### src/rtl/slice_config_loader.sv
// Word-serial bitstream loader for the fracturable-LUT carry slice: assembles one
// full frame, then presents it in parallel with a single-cycle config_en strobe.
module slice_config_loader #(
    parameter int S_XX_BASE  = 4,
    parameter int CFG_SIZE   = 2**S_XX_BASE + 1,
    parameter int NUM_LUTS   = 4,
    parameter int WORD_WIDTH = 8
) (
    input  logic                         config_clk,
    input  logic                         config_rst,
    input  logic                         start,
    input  logic [WORD_WIDTH-1:0]        bs_data,
    input  logic                         bs_valid,
    output logic                         bs_ready,
    output logic [NUM_LUTS*CFG_SIZE-1:0] luts_config_out,
    output logic                         config_use_cc_out,
    output logic                         config_en,
    output logic                         busy,
    output logic                         done
);

    localparam int LUT_BITS   = NUM_LUTS * CFG_SIZE;
    localparam int FRAME_BITS = LUT_BITS + 1;
    localparam int NUM_WORDS  = (FRAME_BITS + WORD_WIDTH - 1) / WORD_WIDTH;
    localparam int ASM_BITS   = NUM_WORDS * WORD_WIDTH;
    localparam int CNT_W      = (NUM_WORDS > 1) ? $clog2(NUM_WORDS) : 1;
    localparam logic [CNT_W-1:0] LAST_WORD = CNT_W'(NUM_WORDS - 1);

    typedef enum logic [1:0] {
        IDLE,
        LOAD,
        COMMIT,
        DONE
    } state_e;

    state_e              state_q,  state_d;
    logic [CNT_W-1:0]    count_q,  count_d;
    logic [ASM_BITS-1:0] asm_q,    asm_d;
    logic [LUT_BITS-1:0] luts_q,   luts_d;
    logic                use_cc_q, use_cc_d;

    // NOTE: every always_comb output gets a default first, so no path can infer a latch.
    always_comb begin
        state_d  = state_q;
        count_d  = count_q;
        asm_d    = asm_q;
        luts_d   = luts_q;
        use_cc_d = use_cc_q;

        case (state_q)
            IDLE: begin
                if (start) begin
                    state_d = LOAD;
                    count_d = '0;
                end
            end
            LOAD: begin
                // Restart wins over a word handshaken in the same cycle.
                if (start) begin
                    count_d = '0;
                end else if (bs_valid) begin
                    for (int k = 0; k < NUM_WORDS; k++) begin
                        if (count_q == CNT_W'(k)) begin
                            asm_d[k*WORD_WIDTH +: WORD_WIDTH] = bs_data;
                        end
                    end
                    if (count_q == LAST_WORD) begin
                        // Load outputs on the edge into COMMIT so they are valid with config_en.
                        state_d  = COMMIT;
                        count_d  = '0;
                        luts_d   = asm_d[FRAME_BITS-1:1];
                        use_cc_d = asm_d[0];
                    end else begin
                        count_d = count_q + 1'b1;
                    end
                end
            end
            COMMIT: begin
                state_d = DONE;
            end
            DONE: begin
                if (start) begin
                    state_d = LOAD;
                    count_d = '0;
                end
            end
            default: begin
                state_d = IDLE;
            end
        endcase
    end

    // NOTE: sequential state uses non-blocking assignments only, so every register
    // samples the values from before the edge regardless of statement order.
    always_ff @(posedge config_clk) begin
        if (config_rst) begin
            state_q  <= IDLE;
            count_q  <= '0;
            // NOTE: the assembly register is cleared on reset so a stale frame can never leak out.
            asm_q    <= '0;
            luts_q   <= '0;
            use_cc_q <= 1'b0;
        end else begin
            state_q  <= state_d;
            count_q  <= count_d;
            asm_q    <= asm_d;
            luts_q   <= luts_d;
            use_cc_q <= use_cc_d;
        end
    end

    assign bs_ready          = (state_q == LOAD);
    assign config_en         = (state_q == COMMIT);
    assign busy              = (state_q == LOAD) || (state_q == COMMIT);
    assign done              = (state_q == DONE);
    assign luts_config_out   = luts_q;
    assign config_use_cc_out = use_cc_q;

endmodule
### config.mk
export PLATFORM = sky130hd
export DESIGN_NAME = slice_config_loader
export DESIGN_NICKNAME = d
export VERILOG_FILES = /design/src/rtl/slice_config_loader.sv
export SDC_FILE = /design/constraint.sdc
export NUM_CORES = 1
export LEC_CHECK = 0
export ABC_CLOCK_PERIOD_IN_PS = 1900
export BUFFER_PORTS_ARGS = -buffer_cell sky130_fd_sc_hd__buf_2
export CAP_MARGIN = 10
export CORE_ASPECT_RATIO = 0.75
export CORE_UTILIZATION = 45
export CTS_CLUSTER_DIAMETER = 200
export DETAILED_ROUTE_END_ITERATION = 16
export PLACE_DENSITY = 0.79
export SETUP_SLACK_MARGIN = 0.02
export SYNTH_ARGS = -nofsm -noshare
export SYNTH_HDL_FRONTEND = slang
export SYNTH_SLANG_ARGS = --single-unit
### constraint.sdc
create_clock -name config_clk -period 1.9 [get_ports config_clk]
set_input_delay 0.285 -clock config_clk [delete_from_list [all_inputs] [get_ports config_clk]]
set_output_delay 0.285 -clock config_clk [all_outputs]
set_load 0.05 [all_outputs]
==> results by group <==
Timing
  – Fin worst setup slack: -21.7 ps
  – Headroom to the max-slew limit: 0.639
  – Final count of hold timing violations: 0
  – Slew at the pin closest to its max-slew limit: 537 ps
  – Final setup skew: 5.35 ps
  – Hold slack final: 242 ps
  – Peak Freq: 0.520 GHz
  – Part of the cycle the worst path needs: 1.01
  – Minimum clock period: 1920 ps
  – Number of max-slew violations in the final report: 0
  – Setup violators final: 2
  – Unrepaired setup endpoints after global routing: yes
  – Sum of negative setup slack: -31.2 ps

Power and ir drop
  – Static power due to leakage: 0.00237 µW
  – Max VDD drop: 0.625 mV
  – Cell area power density: 1090 nW/µm²

Placement
  – Last weighted congestion value of the routability-driven placer: 0.822
  – Detail Placement HPWL: 8200 µm
  – Count of input and output buffers: 84
  – # placed instances: 838
  – Worst slack at placement: -93.7 ps
  – DP Area: 5650 µm²

Drt
  – Post-DRT Antenna Nets: 0
  – Violation count after the first detailed-routing iteration: 410
  – Avg Vias per Cell: 5.18
  – Detail-routed net length per standard cell: 14.5 µm
  – DR DRC count: 8
  – Post-Route WL: 12600 µm
  – Total via count after detailed routing: 4510
  – DRT Pass-1 Iters: 11

Global routing
  – Met2 routing resource usage after global routing: 0.361
  – Gr usage total: 0.226
  – Largest net degree at the start of global routing: 68
  – Global routing's busiest layer: met2
  – Global-route wire length before repair: 20700 µm
  – GR Util met3: 0.0725
  – Total gr overflow: 0
  – Global routing usage on met1: 0.286
  – Via count of the first global-routing pass: 4354
  – Initial antenna violation count: 0

Synth
  – Cells after synthesis: 651
  – Post-synth EDFFs: 0
  – Number of unique standard cell types used by synthesis: 31
  – Portion of the post-synthesis area used by sequential elements: 0.539
  – Warning count from the yosys run: 0
  – Async set-reset flop share out of synthesis: 0
  – Most used flip-flop cell after synthesis: dfxtp_1
  – Syn Area/Cell: 7.92 µm²
  – Number of storage elements in the synthesis netlist: 139
  – Mapped cell area: 5160 µm²
  – Syn nets: 671

Hold path
  – Hold-critical path depth: 3
  – Path category of the worst min-delay check: in2reg
  – Min-delay src: bs_data[0]
  – WHS Endpoint: asm_q[40]

Cells and area
  – Non-filler cells, final: 870
  – Total inserted antenna cells: 0
  – Share of post-route cells with drive strength above 1: 0.199
  – Area growth from synthesis to final layout: 21.2%
  – Final Net Count: 737
  – Fill count: 965
  – Layout Cell Area excl Fill: 6250 µm²

Setup path
  – Maximum net fanout on the critical path: 6
  – Max incr delay on CP: 500 ps
  – Worst flop-to-flop path startpoint: state_q[0]
  – WP data required: 2240 ps
  – Setup CP Type: reg2reg
  – Worst Path Arrival: 2260 ps
  – Worst-case register-to-register setup slack: -20 ps
  – Critical path capture point type: flip-flop
  – Reg2Reg Capture Point: count_q[2]
  – Cell chain of the critical path: inv_1, ha_2, and2b_1, o2111ai_1, or3b_2, a21oi_1
  – Crit start category: flip-flop
  – Slowest-stage cell, CP: or3b_2
  – Count of cells along the worst register-to-register path: 6

CTS
  – Buffers from clock root to sink, at most: 2
  – H-tree levels: 4
  – Clock slew at reported path FFs: 60 ps
  – Total clock sinks: 139
  – Insertion delay of the later-clocked pin in the worst-skew pair: 420 ps
  – CTS tree: done
  – Cell at the root of the clock tree: clkbuf_16
  – Number of buffers created by CTS: 17

Die
  – Core region area: 11000 µm²
  – X dimension of the die: 126 µm
  – Total I/O pin count: 85
  – Cell row count: 33
  – Starting Density: 0.468
  – Die Area: 11900 µm²
  – Die extent in y: 94.7 µm

Job
  – Max-cap violation count: 0

Run status
  – Violated checks: DRC, setup timing
  – Status: complete, but fails checks
## synth_stat cells (2+ instances only)
cell / number / share of area
nand3_1: 9 / 0.0087
nor3_1: 2 / 0.0019
buf_4: 2 / 0.0029
nor2_1: 2 / 0.0015
and3b_1: 2 / 0.0034
o2111ai_1: 2 / 0.0034
clkbuf_1: 23 / 0.017
buf_2: 12 / 0.012
dfxtp_1: 139 / 0.54
ha_1: 8 / 0.019
nor2b_1: 2 / 0.0024
inv_1: 6 / 0.0044
a21oi_1: 139 / 0.13
buf_6: 7 / 0.015
clkbuf_2: 3 / 0.0029
and3_1: 7 / 0.0085
nand2_1: 268 / 0.20
nand2b_1: 2 / 0.0024
and2b_1: 2 / 0.0029
o21ai_0: 3 / 0.0029
## kinds of logic after synthesis
group,count (synthesis),share of synthesized area
simple gates,303,0.241
flops,139,0.539
fa+ha+maj,8,0.0194
compound gates,147,0.146
buf+inv,54,0.0546
## state kept, by name (all words and copies together) (netlist names)
name,cells
luts_config_out,68
asm_q,64
count_q,4
state_q,2
config_use_cc_out,1
## routing by layer
metal	share of wire	wire length, µm
met5	0	0
met4	0.012	156
met3	0.064	800
met2	0.46	5730
met1	0.47	5890
## area by class of cell
type | count | area, µm² | area share
multi-input cells | 458 | 2130 | 0.341
inverters | 6 | 22.5 | 0.00360
clock inverters | 12 | 97.6 | 0.0156
well taps | 140 | 175 | 0.0280
repair buffers | 95 | 572 | 0.0914
clock buffers | 20 | 467 | 0.0746
flip-flops and latches | 139 | 2790 | 0.445
## power breakdown
part           leakage, µW  switching, µW  total, µW  internal [µW]
registers          0.00112           30.9       2990           2960
clock network     0.000281           1210       3090           1890
logic             0.000966            510        717            207
total              0.00237           1750       6800           5050
## placed cells by master, fill, tap and decap left out, types with 3 or more instances in the layout
cell	n
buf_4	6
and3_2	4
nand2_1	268
clkbuf_16	17
nand3_2	3
ha_1	6
nand3_1	6
a21oi_1	139
o21ai_0	3
clkbuf_8	3
buf_12	5
buf_2	83
dfxtp_1	137
clkinv_2	7
inv_1	6
and3_1	3
## worst max-delay path: cells and delay by family (launching register included)
kind / cells / cell delay [ps]
AO/OA/AOI/OAI: 2 / 320
adder cells (fa/ha/maj): 1 / 340
buffers and inverters: 1 / 70
flip-flops: 1 / 360
AND/OR/NAND/NOR: 2 / 760
## per-stage QoR
| stage | utilization | total power, µW |
|---|---|---|
| global route | 0.567 | 7060 |
| finish | 0.567 | 6800 |
| CTS | 0.564 | 6800 |
| global placement | 0.513 | 3690 |
| floorplan | - | 3530 |
| detailed placement | 0.513 | 3720 |
## how the worst max path moves through the flow
stage | end | cells past startpoint | slack, ps | startpoint
after CTS | count_q[2] | 6 | 10 | state_q[0]
after floorplan | luts_config_out[10] | 8 | 40 | state_q[1]
after global routing | count_q[3] | 6 | -70 | state_q[0]
after global placement | count_q[2] | 6 | 50 | state_q[0]
after detailed placement | count_q[2] | 6 | -90 | state_q[0]
final | count_q[2] | 6 | -20 | state_q[0]
## what timing repair did
action,in CTS,in global routing
endpoints found under the setup margin,12,66
hold buffers,0,0
gates resized for setup,3,11
buffers inserted,0,0
cloned,0,0
Note: power is estimated with default switching activity, not from simulation.
